**config.mk**
```make
export PLATFORM = sky130hd
export DESIGN_NAME = adc_sample_collector
export DESIGN_NICKNAME = d
export VERILOG_FILES = /design/src/rtl/adc_collector_pkg.sv /design/src/rtl/adc_result_fifo.sv /design/src/rtl/adc_sample_collector.sv
export SDC_FILE = /design/constraint.sdc
export NUM_CORES = 1
export LEC_CHECK = 0
export BUFFER_PORTS_ARGS = -buffer_cell sky130_fd_sc_hd__buf_2
export CAP_MARGIN = 15
export CORE_ASPECT_RATIO = 1.75
export CORE_UTILIZATION = 35
export CTS_BUF_LIST = sky130_fd_sc_hd__clkbuf_2 sky130_fd_sc_hd__clkbuf_4 sky130_fd_sc_hd__clkbuf_8
export DETAILED_ROUTE_END_ITERATION = 10
export PLACE_DENSITY = 0.58
export SKIP_CTS_REPAIR_TIMING = 1
export SLEW_MARGIN = 20
export SYNTH_ARGS = -nofsm -noshare
export SYNTH_HDL_FRONTEND = slang
export SYNTH_SLANG_ARGS = --single-unit
export TNS_END_PERCENT = 100
```
**constraint.sdc**
```tcl
create_clock -name clk_clk -period 69.5 [get_ports clk_clk]
set_clock_uncertainty 0.15 [all_clocks]
set_input_delay 20.85 -clock clk_clk [delete_from_list [all_inputs] [get_ports clk_clk]]
set_output_delay 20.85 -clock clk_clk [all_outputs]
set_load 0.02 [all_outputs]
```
**src/rtl/adc_collector_pkg.sv**
```systemverilog
// Shared widths and result bundle for the ADC sample collector.
package adc_collector_pkg;
  localparam int DATA_W     = 12;
  localparam int CH_W       = 5;
  localparam int NUM_CH_DEF = 17;

  typedef struct packed {
    logic [CH_W-1:0]   channel;
    logic [DATA_W-1:0] data;
  } avg_result_t;
endpackage

```
**src/rtl/adc_result_fifo.sv**
```systemverilog
// Result FIFO: registered storage, extra pointer bit separates full from empty.
module adc_result_fifo
  import adc_collector_pkg::*;
#(
  parameter int DEPTH = 8
) (
  input  logic        clk,
  input  logic        rst,
  input  logic        push,
  input  logic        pop,
  input  avg_result_t din,
  output avg_result_t dout,
  output logic        full,
  output logic        empty
);
  localparam int AW = $clog2(DEPTH);

  avg_result_t   mem [DEPTH];
  logic [AW:0]   wr_ptr;
  logic [AW:0]   rd_ptr;
  logic          rd_en;
  logic          wr_en;

  assign empty = (wr_ptr == rd_ptr);
  assign full  = (wr_ptr[AW] != rd_ptr[AW]) &&
                 (wr_ptr[AW-1:0] == rd_ptr[AW-1:0]);
  assign rd_en = pop && !empty;
  // A full FIFO still takes a push when the head leaves at the same edge
  assign wr_en = push && (!full || rd_en);
  assign dout  = mem[rd_ptr[AW-1:0]];

  always_ff @(posedge clk or posedge rst) begin
    if (rst) begin
      wr_ptr <= '0;
      rd_ptr <= '0;
      for (int i = 0; i < DEPTH; i++) mem[i] <= '0;
    end else begin
      if (wr_en) begin
        mem[wr_ptr[AW-1:0]] <= din;
        wr_ptr <= wr_ptr + 1'b1;
      end
      if (rd_en) rd_ptr <= rd_ptr + 1'b1;
    end
  end
endmodule

```
**src/rtl/adc_sample_collector.sv**
```systemverilog
// Per-channel 2^AVG_LOG2 sample averager feeding a result FIFO,
// plus a latest-raw-sample readback.
module adc_sample_collector
  import adc_collector_pkg::*;
#(
  parameter int AVG_LOG2   = 2,
  parameter int FIFO_DEPTH = 8,
  parameter int NUM_CH     = NUM_CH_DEF
) (
  input  logic              clk_clk,
  input  logic              reset_reset,
  input  logic              resp_valid,
  input  logic              resp_startofpacket,
  input  logic              resp_endofpacket,
  input  logic              resp_empty,
  input  logic [CH_W-1:0]   resp_channel,
  input  logic [DATA_W-1:0] resp_data,
  output logic              avg_valid,
  input  logic              avg_ready,
  output logic [CH_W-1:0]   avg_channel,
  output logic [DATA_W-1:0] avg_data,
  input  logic [CH_W-1:0]   rd_channel,
  output logic [DATA_W-1:0] rd_data,
  output logic              overflow,
  input  logic              clear_overflow
);
  localparam int ACC_W = DATA_W + AVG_LOG2;
  localparam int CNT_W = (AVG_LOG2 > 0) ? AVG_LOG2 : 1;
  localparam logic [CNT_W-1:0] CNT_LAST = CNT_W'((1 << AVG_LOG2) - 1);

  logic [ACC_W-1:0]  acc    [NUM_CH];
  logic [CNT_W-1:0]  cnt    [NUM_CH];
  logic [DATA_W-1:0] latest [NUM_CH];

  logic        accept;
  logic        complete;
  logic [ACC_W-1:0] sum;
  logic        push;
  logic        pop;
  logic        full;
  logic        empty;
  logic        drop;
  avg_result_t din;
  avg_result_t dout;
  logic        unused_pkt;

  assign unused_pkt = ^{resp_startofpacket, resp_endofpacket, resp_empty};

  assign accept   = resp_valid && (32'(resp_channel) < NUM_CH);
  assign sum      = acc[resp_channel] + ACC_W'(resp_data);
  // With AVG_LOG2=0 the count stays 0 == CNT_LAST, so every beat completes
  assign complete = (cnt[resp_channel] == CNT_LAST);
  assign push     = accept && complete;
  assign pop      = avg_valid && avg_ready;
  assign drop     = push && full && !pop;

  assign din.channel = resp_channel;
  assign din.data    = DATA_W'(sum >> AVG_LOG2);

  always_ff @(posedge clk_clk or posedge reset_reset) begin
    if (reset_reset) begin
      for (int i = 0; i < NUM_CH; i++) begin
        acc[i]    <= '0;
        cnt[i]    <= '0;
        latest[i] <= '0;
      end
    end else if (accept) begin
      latest[resp_channel] <= resp_data;
      if (complete) begin
        acc[resp_channel] <= '0;
        cnt[resp_channel] <= '0;
      end else begin
        acc[resp_channel] <= sum;
        cnt[resp_channel] <= cnt[resp_channel] + CNT_W'(1);
      end
    end
  end

  always_ff @(posedge clk_clk or posedge reset_reset) begin
    if (reset_reset) begin
      rd_data  <= '0;
      overflow <= 1'b0;
    end else begin
      rd_data <= (32'(rd_channel) < NUM_CH) ? latest[rd_channel] : '0;
      if (drop)                overflow <= 1'b1;
      else if (clear_overflow) overflow <= 1'b0;
    end
  end

  adc_result_fifo #(
    .DEPTH (FIFO_DEPTH)
  ) u_fifo (
    .clk   (clk_clk),
    .rst   (reset_reset),
    .push  (push),
    .pop   (pop),
    .din   (din),
    .dout  (dout),
    .full  (full),
    .empty (empty)
  );

  assign avg_valid   = !empty;
  assign avg_channel = dout.channel;
  assign avg_data    = dout.data;
endmodule

```
After elaboration in Yosys (flattened, before gate mapping)
Index checks and enable logic that the tools add are counted.
{"block": "word_totals", "output_inout_bits": 31, "input_bits": 30, "register_bits": 633, "wordCells": 139}
{"block": "op_classes", "n_eq_ne": 4, "bitwise": 8, "order_cmp": 8, "addsub": 4, "reduce_logical": 15, "muxes": 29}
{"cell": "238-bit bitwise AND", "n": 1}
{"cell": "238-bit bitwise mux", "n": 1}
{"cell": "238-bit two-way mux", "n": 1}
{"cell": "238-bit inverter", "n": 1}
{"cell": "204-bit bitwise mux", "n": 1}
{"cell": "136-bit bitwise mux", "n": 1}
{"cell": "14-bit binary-select mux with 5-bit select", "n": 1}
{"cell": "14-bit demux with 5-bit select", "n": 1}
{"cell": "12-bit binary-select mux with 5-bit select", "n": 1}
{"cell": "12-bit demux with 5-bit select", "n": 1}
{"cell": "17-bit binary-select mux with 3-bit select", "n": 1}
{"cell": "17-bit demux with 3-bit select", "n": 1}
{"cell": "17-bit two-way mux", "n": 3}
{"cell": "12-bit two-way mux", "n": 4}
{"cell": "14-bit two-way mux", "n": 3}
{"cell": "34-bit bitwise AND", "n": 1}
{"cell": "34-bit bitwise mux", "n": 1}
{"cell": "34-bit two-way mux", "n": 1}
{"cell": "34-bit inverter", "n": 1}
{"cell": "14-bit by 12-bit adder with 14-bit output", "n": 1}
{"cell": "6-bit >= comparator (second input constant)", "n": 2}
{"cell": "5-bit inverter with 6-bit output", "n": 2}
{"cell": "2-bit binary-select mux with 5-bit select", "n": 1}
{"cell": "2-bit demux with 5-bit select", "n": 1}
{"cell": "other kinds (17)", "n": 35}

Longest topological paths before layout
Gate-level depths: netlist (run 1).
{"block": "depth", "depth_word": 9, "mapped_depth": 20}

Cells and area by module
From an unflattened synthesis (run 1), not the netlist that was laid out.
{"block": "unflattened", "cells_unflattened": 2182, "area_unflattened_um2": 28687.5}
{"module": "adc_sample_collector", "area_per_inst_um2": 22057.4, "seq_area_each_um2": 12236.7, "cells_each": 1746, "instances": 1}
{"module": "adc_result_fifo", "area_per_inst_um2": 6630.1, "seq_area_each_um2": 3603.5, "cells_each": 436, "instances": 1}

Worst setup path before layout (run 1)
Ideal clock, no wire load.
{"block": "synth_timing", "kind": "in2reg", "startpoint": "in resp_channel[1]", "endpoint": "reg acc[108] in the netlist's numbering", "path_slack_ps": 44421, "required_ps": 69216, "path_stages": 18, "arrival_time_ps": 24795, "n_path_buf": 7, "path_cell_list": "buf_2 > buf_2 > buf_2 > clkbuf_1 > clkbuf_1 > mux4_2 > a22oi_1 > o21ai_0 > fa_1 > a21o_1 > a21oi_1 > o21bai_1 > a21boi_0 > xor2_1 > or2_0 > clkbuf_1 > buf_2 > o21ai_0"}
{"block": "synth_via", "elab_chain_len": 8, "elab_cells_between_ends": 20}
{"element": "from (decl)", "line": "adc_sample_collector.sv:16", "text": "input logic [CH_W-1:0] resp_channel,"}
{"element": "parallel branches: the longest is 8 deep, another holds 14-bit by 12-bit adder with 14-bit output"}
{"element": "to (signal, indexed assignment)", "line": "adc_sample_collector.sv:73", "text": "acc[resp_channel] <= sum;"}
{"element": "to (decl)", "line": "adc_sample_collector.sv:31", "text": "logic [ACC_W-1:0] acc [NUM_CH];"}
Parallel ways; which one is timed is not known. The select of a mux whose other input is x is not followed.
A chain may end at the register's enable or synchronous reset.

Worst setup path in the final report (run 1)
{"block": "layout_timing", "startpoint": "in resp_channel[0]", "endpoint": "reg acc[206] in the netlist's numbering"}
The elaborated chain is that of the path after synthesis.

==> results.json, run 1 <==
{
  "run_status": "complete, no violations",
  "core.rowCount": 137,
  "drc": 0,
  "worst_min_path_class": "reg -> reg",
  "first_pass_grt_wire_length_mm": 112.6,
  "clock_tree_from_tritoncts": "yes",
  "synth.lib_cells_used.distinct": 52,
  "critical_path.startpoint_type": "input port",
  "fin_worst_hold_slack_ns": 0.3196,
  "synth-edff-count": 0,
  "dieWidth_um": 216.9,
  "final-setup-viol-count": 0,
  "cts_inserted_buffers": 97,
  "critical_path_arrival_ns": 26.57,
  "syn_inst": 2276,
  "critPathKind": "in -> reg",
  "post_dr_vias_cell": 5.340,
  "asr_flop_ratio_synth_pct": 100.0,
  "cts_root_buf": "clkbuf_8",
  "worstSetupEndpointType": "flop",
  "finalWirelength_mm": 71.39,
  "rsz0062_at_grt": "false",
  "grt_antenna_before_repair": 4,
  "timing.critical_path.fanout_max": 31,
  "power_per_cell_area_nw_per_um2": 30.44,
  "dr.pass1.iters": 5,
  "slew_viol_final": 0,
  "cts_num_sinks": 633,
  "layout.cell_area.non_filler_um2": 31590,
  "floorplan.initialDensity_pct": 35.42,
  "grt_start_max_net_pins": 192,
  "syn_area_per_cell_um2": 12.43,
  "synth_area_um2": 28290,
  "clockBufferDepth": 3,
  "post-dp-hpwl_mm": 43.39,
  "share_of_final_layout_standard_cells_stronger_than_drive_strength_1_pct": 30.57,
  "ant_nets": 0,
  "routed-via-count": 18110,
  "vdd_drop_max_mv": 0.03838,
  "die_h_um": 378.1,
  "final_critical_path_required_period_ns": 26.19,
  "synthToLayoutAreaGrowth_pct": 11.67,
  "gpl.final_weighted_congestion": 0.7760,
  "die-area_um2": 82020,
  "total_power_w": 0.0009618,
  "crit_required_ns": 69.88,
  "design.portCount": 61,
  "count_of_final_hold_check_violations": 0,
  "first_global_vias": 19590,
  "wire_per_inst_um": 21.05,
  "timing.final.crit_share_pct": 37.69,
  "core-area_um2": 79880,
  "tns_ns": 0,
  "synth.yosys.seq_area_share_pct": 55.99,
  "leakagePower_nw": 14.55,
  "cts.clk_slew.worst_paths_ns": 0.06,
  "synth_fp_nets": 2322,
  "synth-main-ff-cell": "dfrtp_1",
  "io_buffers": 57,
  "standard_cell_area_after_detailed_placement_um2": 29460,
  "peak_freq_ghz": 0.03818,
  "timing_worst_slew_pin_value_ns": 1.091,
  "maxSlewHeadroom_pct": 27.00,
  "ys_seq_elements": 633,
  "clock_latency_at_the_later_pin_of_the_worst_skew_pair_ns": 0.71,
  "synth_warnings": 0,
  "dr.first_iter.drc_count": 1187,
  "finish.net_count": 2320,
  "cts.htree.levels": 3,
  "drv_cap": 0,
  "overflow": 0,
  "track_usage_pct": 17.91
}
[cells by family (layout without fill, tap and decap cells)]
| group | after synthesis | after routing | synth area share, % |
|---|---|---|---|
| flops | 633 | 633 | 55.99 |
| simple gates | 529 | 529 | 7.633 |
| xor+xnor | 22 | 22 | 0.7474 |
| mux | 431 | 431 | 23.37 |
| buf+inv | 211 | 284 | 3.043 |
| compound gates | 434 | 434 | 8.482 |
| other cells | 0 | 1 | 0 |
| fa+ha+maj | 16 | 16 | 0.7341 |
[report_power, final]
group	total [W]	internal [W]	leakage [nW]	switching, W
registers	0.000461	0.000428	8.38	0.0000324
logic	0.000168	0.0000771	5.03	0.0000907
clock network	0.000333	0.000187	1.14	0.000146
total	0.000962	0.000692	14.6	0.000269
[final cells by class]
| type | count | area, µm² |
|---|---|---|
| Timing Repair Buffer | 91 | 568.0 |
| Inverter | 19 | 78.83 |
| Clock inverter | 17 | 152.6 |
| Clock buffer | 157 | 1973 |
| Fill cell | 7611 | 48290 |
| Sequential cell | 633 | 15840 |
| Tap cell | 1042 | 1304 |
| Multi-Input combinational cell | 1432 | 11670 |
| Antenna cell | 1 | 2.502 |
[metrics by stage]
step,instances,utilization [%],setup slack [ns]
finish,3392,39.55,43.31
CTS,3391,39.54,43.40
detailed placement,3217,36.88,42.68
floorplan,2276,-,30.77
global route,3392,39.55,42.96
global placement,3217,36.86,42.81
[cells in the mapped netlist (2+ instances only)]
cell type	n	area [µm²]
nand3b_2	2	22.52
nor3_1	4	20.02
nand3b_1	3	22.52
or2_2	5	31.28
nor3b_2	2	25.02
a21oi_1	26	130.1
buf_1	8	30.03
mux4_2	158	3558
a21o_1	4	30.03
o41ai_1	2	17.52
nand3_1	12	60.06
buf_4	5	37.54
nor4_1	2	12.51
or2_0	3	18.77
mux2i_1	16	160.2
clkbuf_1	144	540.5
xnor2_1	10	87.58
a21oi_2	2	17.52
dfrtp_1	633	15840
nand4_1	2	12.51
buf_2	33	165.2
nand2b_1	6	37.54
a22o_1	34	297.8
a22oi_1	13	97.59
nand2_1	428	1607
nor2_1	40	150.1
o21ai_0	343	1717
inv_1	19	71.32
and3_1	5	31.28
o21ai_1	2	10.01
ha_1	15	187.7
xor2_1	11	96.34
and2_1	6	37.54
nor2b_1	4	25.02
mux2_2	257	2894
[placed cells by master, fill, tap and decap left out, types with 3 or more instances in the layout]
cell / synthesis / routed
clkinv_2: 0 / 10
and3_1: 5 / 5
or2_0: 3 / 3
nand3b_1: 3 / 3
nand2_2: 0 / 12
buf_4: 5 / 34
buf_2: 33 / 54
a21oi_1: 26 / 26
nor3_1: 4 / 4
mux2i_1: 16 / 16
clkbuf_4: 0 / 30
xor2_1: 11 / 11
a21o_1: 4 / 4
inv_6: 0 / 4
nand3_2: 1 / 5
a22oi_1: 13 / 13
xnor2_1: 10 / 9
o21ai_0: 343 / 343
dfrtp_1: 633 / 631
nand2_1: 428 / 414
nand3_1: 12 / 8
nor2b_1: 4 / 4
or2_2: 5 / 5
mux4_2: 158 / 158
nand2b_1: 6 / 6
clkbuf_8: 0 / 127
a22o_1: 34 / 34
ha_1: 15 / 15
nor2_1: 40 / 40
and2_1: 6 / 6
mux2_2: 257 / 257
inv_1: 19 / 18
[layer usage]
metal | wire, µm | part of all wire, % | vias to the layer above | GRT usage [%]
li1 | - | - | 8071 | -
met1 | 27970 | 39 | 9371 | 20.90
met2 | 37240 | 52 | 516 | 32.03
met3 | 3445 | 4.8 | 150 | 2.908
met4 | 2703 | 3.8 | 4 | 8.132
met5 | 25 | 0.035 | - | 0
[worst paths after layout]
check / startpoint / end / slack, ns / cells past startpoint
setup / recovery: resp_channel[0] / acc[206] / 43.31 / 15
hold / removal: u_fifo.mem[131] / u_fifo.mem[131] / 0.32 / 2
setup reg to reg: acc[126] / acc[206] / 64.46 / 14
hold reg to reg: u_fifo.mem[131] / u_fifo.mem[131] / 0.32 / 2
max in group asynchronous: reset_reset / latest[190] / 46.90 / 4
min in group asynchronous: reset_reset / acc[1] / 20.19 / 2
[registers in the layout (all words and copies together), names as in the netlist]
name,flops
acc,238
latest,204
u_fifo.mem,136
cnt,34
rd_data,12
u_fifo.rd_ptr,4
u_fifo.wr_ptr,4
overflow,1
[worst max-delay path, stage by stage]
cell,delay [ns]
buf_4,0.24
buf_4,0.35
nor2_1,0.65
nor4b_4,0.88
buf_4,0.32
a22oi_1,0.09
o21ai_0,0.14
ha_1,0.30
a21o_1,0.20
a21oi_1,0.38
o21bai_1,0.21
a21boi_0,0.25
xor2_1,0.72
or2_0,0.76
o21ai_0,0.19
(Power assumes the default switching activity.)
==> run 2: changes to the inputs <==
Settings changed: PLACE_DENSITY 0.58 to 0.59.
Clock period 69.5 ns to 23.2 ns, I/O delays scaled along.
==> run 2 against run 1 <==
  * Global-route usage grew 0.20 points
  * Core utilization is 0.18 points higher
  * Wire length grew 0.34%
  * Clock power rose to 3.1 times the previous value
  * Critical path depth did not move
  * Final cell count is 0.15% higher
  * Sequential power grew to 3.0 times the previous value
  * Worst setup slack worse by 32 ns
  * Power rose to 3.0 times the previous value
  * Sequential cell count stayed put
  * Non-clock buffer count rose by 3
  * First-iteration DRC count decreased by 4.7%
  * Largest cell class unchanged
  * Largest power group unchanged
  * Highest routed layer unchanged
==> results.json, run 2 (synthesis results as in run 1) <==
{
  "grt_start_max_net_pins": 198,
  "critical_path.startpoint_type": "input port",
  "core.rowCount": 137,
  "crit_required_ns": 23.56,
  "critical-path-slowest-cell": "buf_4",
  "crit_start": "resp_channel[0]",
  "rr_worst_depth": 14,
  "largest_register_ff_count": 238,
  "post_dr_vias_cell": 5.334,
  "clockBufferDepth": 3,
  "leakagePower_nw": 14.62,
  "dieWidth_um": 216.9,
  "mostFrequentLayoutCells": "632 x dfrtp_1, 414 x nand2_1, 343 x o21ai_0, 257 x mux2_2, 158 x mux4_2",
  "drv_cap": 0,
  "worst_min_path_class": "reg -> reg",
  "crit_path_end": "acc[10]",
  "worstSetupEndpointType": "flop",
  "largest_registers": "acc (238), latest (204), u_fifo.mem (136)",
  "ff2ff_setup_slack_ns": 18.22,
  "die-area_um2": 82020,
  "share_of_final_layout_standard_cells_stronger_than_drive_strength_1_pct": 30.64,
  "timing.critical_path.fanout_max": 47,
  "drt-met1-wl_mm": 28.09,
  "cts_num_sinks": 633,
  "min_from": "acc[84]",
  "detailroute.wirelength.met3_mm": 2.898,
  "core-area_um2": 79880,
  "post-dp-hpwl_mm": 43.36,
  "first_global_vias": 19830,
  "area_taken_by_multi_input_logic_gates_um2": 11680,
  "top_layer_used": "met5",
  "floorplan.initialDensity_pct": 35.42,
  "tns_ns": 0,
  "io_buffers": 57,
  "finish.net_count": 2323,
  "fillers": 7667,
  "max_flop_register": "acc",
  "synthToLayoutAreaGrowth_pct": 12.18,
  "critical-path-top-cell-by-count": "a21oi_1",
  "die_h_um": 378.1,
  "peak_freq_ghz": 0.08364,
  "critPathKind": "in -> reg",
  "wire_per_inst_um": 21.09,
  "dr.first_iter.drc_count": 1131,
  "fin_ws_ns": 11.24,
  "final-setup-viol-count": 0,
  "critical_path_cell_by_cell": "buf_4 > buf_4 > mux4_2 > mux2i_1 > nor2_1 > a21oi_1 > o21ai_0 > ha_1 > a21oi_1 > a21oi_1 > nor2_1 > a21boi_0 > xor2_1 > or2_0 > o21ai_0",
  "gpl.final_weighted_congestion": 0.7657,
  "cts_inserted_buffers": 97,
  "final_common_cell": "dfrtp_1",
  "timing.critical_path.depth": 15,
  "timing_worst_slew_pin_value_ns": 1.088,
  "grt_antenna_before_repair": 3,
  "ant_nets": 0,
  "timing.final.crit_share_pct": 51.54,
  "overflow": 0,
  "seqCellArea_um2": 15840,
  "critical_path_arrival_ns": 12.32,
  "finalWirelength_mm": 71.63,
  "dr.pass1.iters": 5,
  "crit_family": "buffers and inverters",
  "count_of_final_hold_check_violations": 0,
  "routed-via-count": 18120,
  "track_usage_pct": 18.11,
  "clock_tree_from_tritoncts": "yes",
  "design.portCount": 61,
  "slew_viol_final": 0,
  "clock_latency_at_the_later_pin_of_the_worst_skew_pair_ns": 0.72,
  "vdd_drop_max_mv": 0.08318,
  "maxSlewHeadroom_pct": 27.20,
  "critical_path.max_stage_delay_ns": 0.77,
  "total_power_w": 0.002924,
  "first_pass_grt_wire_length_mm": 114.3,
  "cts.clk_slew.worst_paths_ns": 0.06,
  "drc": 0,
  "destination_of_the_worst_register_to_register_timing_path": "acc[10]",
  "met2WireLength_mm": 38.29,
  "pre_cts_ws_ns": 10.44,
  "fin_util_pct": 39.73,
  "cts_root_buf": "clkbuf_8",
  "final_critical_path_required_period_ns": 11.96,
  "cts.htree.levels": 3,
  "rsz0062_at_grt": "false",
  "critical_path.n_buffers_inverters": 2,
  "run_status": "complete, no violations",
  "r2r_start": "acc[126]",
  "power_per_cell_area_nw_per_um2": 92.13
}
==> run 2: cell count changes in the layout (fill, tap and decap cells not counted), moves of 2 or more <==
cell,change
clkbuf_4,-5
buf_16,+2
bufinv_16,+5
clkbuf_8,-5
clkinv_2,+4
clkinvlp_4,+3
==> run 2: cell type report <==
cell class / count / share of cell area, %
tap: 1042 / 4.108
clock buffer: 147 / 5.882
inverter: 19 / 0.2365
sequential: 633 / 49.91
clock inverter: 28 / 1.064
antenna: 2 / 0.01577
timing repair buffer: 94 / 1.987
multi-input combinational: 1432 / 36.79
==> run 2: per-stage QoR <==
stage               hold WS, ns  instances  instance area [µm²]
floorplan                0.2904       2276                28300
global placement         0.3059       3218                29450
detailed placement       0.3123       3218                29460
CTS                      0.3283       3393                31660
global route             0.3436       3396                31740
finish                   0.3238       3397                31740
==> run 2: worst reg2reg max path: stages, from the launching register on <==
cell      delay (ns)
dfrtp_1         0.39
mux4_2          0.47
mux2i_1         0.15
nor2_1          0.07
a21oi_1         0.19
o21ai_0         0.10
ha_1            0.24
fa_1            0.45
a21o_1          0.18
a21oi_1         0.38
o21bai_1        0.18
a21boi_0        0.25
xor2_1          0.66
or2_0           0.75
o21ai_0         0.20
==> run 2: routing by layer <==
layer	global-route usage, %	vias to the layer above
met5	0	-
met4	7.268	4
met3	2.819	158
met2	33.09	442
met1	20.97	9437
li1	-	8079
==> run 2: worst min path at each step <==
stage	to	slack (ns)	cells past startpoint
after floorplan	u_fifo.mem[26]	0.29	2
after global placement	u_fifo.mem[51]	0.31	2
after detailed placement	u_fifo.mem[82]	0.31	2
after CTS	u_fifo.mem[82]	0.33	2
after global routing	u_fifo.mem[132]	0.34	2
final	acc[84]	0.32	2
==> run 2: where the power goes <==
| group | internal [W] | switching, W | leakage [nW] |
|---|---|---|---|
| Sequential | 0.00128 | 0.0000884 | 8.38 |
| Combinational | 0.000233 | 0.000282 | 5.07 |
| Clock | 0.000593 | 0.000445 | 1.16 |
==> run 3: changes to the inputs <==
Clock period 23.2 ns to 10.51 ns, I/O delays scaled along.
==> run 3 against run 2 <==
  * Sequential share of layout area is 0.079 points higher
  * First-iteration DRC count increased by 7.1%
  * Sequential cell count did not move
  * Worst hold slack gained 0.0016 ns
  * Power grew 120%
  * Clock power grew 120%
  * Via count increased by 0.40%
  * Die area is the same
  * Worst setup slack worse by 8.6 ns
  * Critical path type unchanged
==> results.json, run 3 (synthesis results as in run 1) <==
{
  "run_status": "complete, no violations",
  "mostFrequentLayoutCells": "632 x dfrtp_1, 414 x nand2_1, 343 x o21ai_0, 257 x mux2_2, 158 x mux4_2",
  "design.portCount": 61,
  "dr.pass1.iters": 5,
  "track_usage_pct": 17.87,
  "clockBufferDepth": 3,
  "overflow": 0,
  "cts_num_sinks": 633,
  "power_per_cell_area_nw_per_um2": 202.3,
  "fin_ws_ns": 2.603,
  "gpl.final_weighted_congestion": 0.8026,
  "die-area_um2": 82020,
  "clock_tree_from_tritoncts": "yes",
  "timing.final.crit_share_pct": 75.23,
  "core-area_um2": 79880,
  "fin_worst_hold_slack_ns": 0.3254,
  "dr.first_iter.drc_count": 1211,
  "crit_start": "resp_channel[1]",
  "cts.htree.levels": 3,
  "cts_inserted_buffers": 99,
  "r2r_start": "acc[182]",
  "leakagePower_nw": 14.58,
  "grt_start_max_net_pins": 210,
  "vdd_drop_max_mv": 0.1697,
  "finalWirelength_mm": 70.82,
  "drv_cap": 0,
  "core.rowCount": 137,
  "share_of_final_layout_standard_cells_stronger_than_drive_strength_1_pct": 30.51,
  "critical_path.startpoint_type": "input port",
  "rsz0062_at_grt": "false",
  "largest_register_ff_count": 238,
  "worstSetupEndpointType": "flop",
  "layout.cells.non_filler": 3390,
  "final_critical_path_required_period_ns": 7.907,
  "crit_required_ns": 10.94,
  "min_from": "cnt[5]",
  "timing_worst_slew_pin_value_ns": 1.077,
  "dieWidth_um": 216.9,
  "drc": 0,
  "first_pass_grt_wire_length_mm": 113.1,
  "dp.cells": 3220,
  "worst_min_path_class": "reg -> reg",
  "synthToLayoutAreaGrowth_pct": 12.00,
  "grt_antenna_before_repair": 4,
  "total_power_w": 0.006411,
  "max_flop_register": "acc",
  "peak_freq_ghz": 0.1265,
  "post-dp-hpwl_mm": 43.88,
  "final-setup-viol-count": 0,
  "count_of_final_hold_check_violations": 0,
  "timing.critical_path.fanout_max": 32,
  "fin_util_pct": 39.67,
  "io_buffers": 57,
  "post_dr_vias_cell": 5.367,
  "clock_latency_at_the_later_pin_of_the_worst_skew_pair_ns": 0.71,
  "cts_root_buf": "clkbuf_8",
  "die_h_um": 378.1,
  "largest_registers": "acc (238), latest (204), u_fifo.mem (136)",
  "critical_path_arrival_ns": 8.33,
  "critPathKind": "in -> reg",
  "finish.net_count": 2327,
  "maxSlewHeadroom_pct": 27.95,
  "routed-via-count": 18190,
  "ant_nets": 0,
  "slew_viol_final": 0,
  "pre_cts_ws_ns": 1.811,
  "floorplan.initialDensity_pct": 35.42,
  "first_global_vias": 19640,
  "wire_per_inst_um": 20.89,
  "final_common_cell": "dfrtp_1",
  "cts.clk_slew.worst_paths_ns": 0.06,
  "fillers": 7691
}
## run 3: cell count changes in the layout (fill, tap and decap cells not counted), sizes merged
cell / change
clkbuf: +1
inv: -1
bufinv: -1
clkinv: -7
buf: +2
diode: -1
## run 3: final cells by class
| cell class | instances | area [µm²] | share of cell area [%] |
|---|---|---|---|
| clock buffers | 148 | 1862 | 5.875 |
| clock inverters | 19 | 270.3 | 0.8529 |
| flip-flops and latches | 633 | 15840 | 49.99 |
| multi-input cells | 1432 | 11680 | 36.87 |
| well taps | 1042 | 1304 | 4.114 |
| diodes | 1 | 2.502 | 0.007897 |
| inverters | 19 | 75.07 | 0.2369 |
| repair buffers | 96 | 650.6 | 2.053 |
## run 3: power breakdown
| group | total, W | internal (W) | leakage, nW | switching, W |
|---|---|---|---|---|
| registers | 0.00303 | 0.00283 | 8.38 | 0.000194 |
| logic | 0.00115 | 0.000518 | 5.08 | 0.000628 |
| clock network | 0.00224 | 0.00127 | 1.12 | 0.000965 |
## run 3: critical path, cell delays in order
cell and delay, ns:
buf_4 0.22, nor2_1 0.77, nor4b_4 0.69, buf_4 0.32
a22oi_1 0.10, o21ai_0 0.12, ha_1 0.17, buf_4 0.35
nand3_1 0.38, a21oi_2 0.38, nor2b_1 0.45, nand3b_2 0.68
mux2_2 0.51
## run 3: metrics by stage
stage	instance area (µm²)	setup TNS [ns]
4_1_cts	31610	0
2_1_floorplan	28300	-910.14
3_3_place_gp	29480	0
6_report	31690	0
5_1_grt	31690	0
3_5_place_dp	29480	0
## run 3: routing by layer
metal	routed length (µm)	part of all wire, %	global-route usage (%)	vias up
met5	20	0.028	0	-
met2	36940	52	31.81	525
met1	27700	39	21.11	9433
met3	3354	4.7	2.683	174
met4	2806	4.0	8.158	4
li1	-	-	-	8057
## run 3: path summary, 6_finish.rpt
path                       slack, ns         endpoint  cells after the start
setup / recovery                2.60   u_fifo.mem[98]                     13
hold / removal                  0.33           cnt[5]                      2
min in group asynchronous       2.49  u_fifo.mem[105]                      2
setup reg to reg                5.62           acc[8]                     14
hold reg to reg                 0.33           cnt[5]                      2
max in group asynchronous       5.80          acc[50]                      4
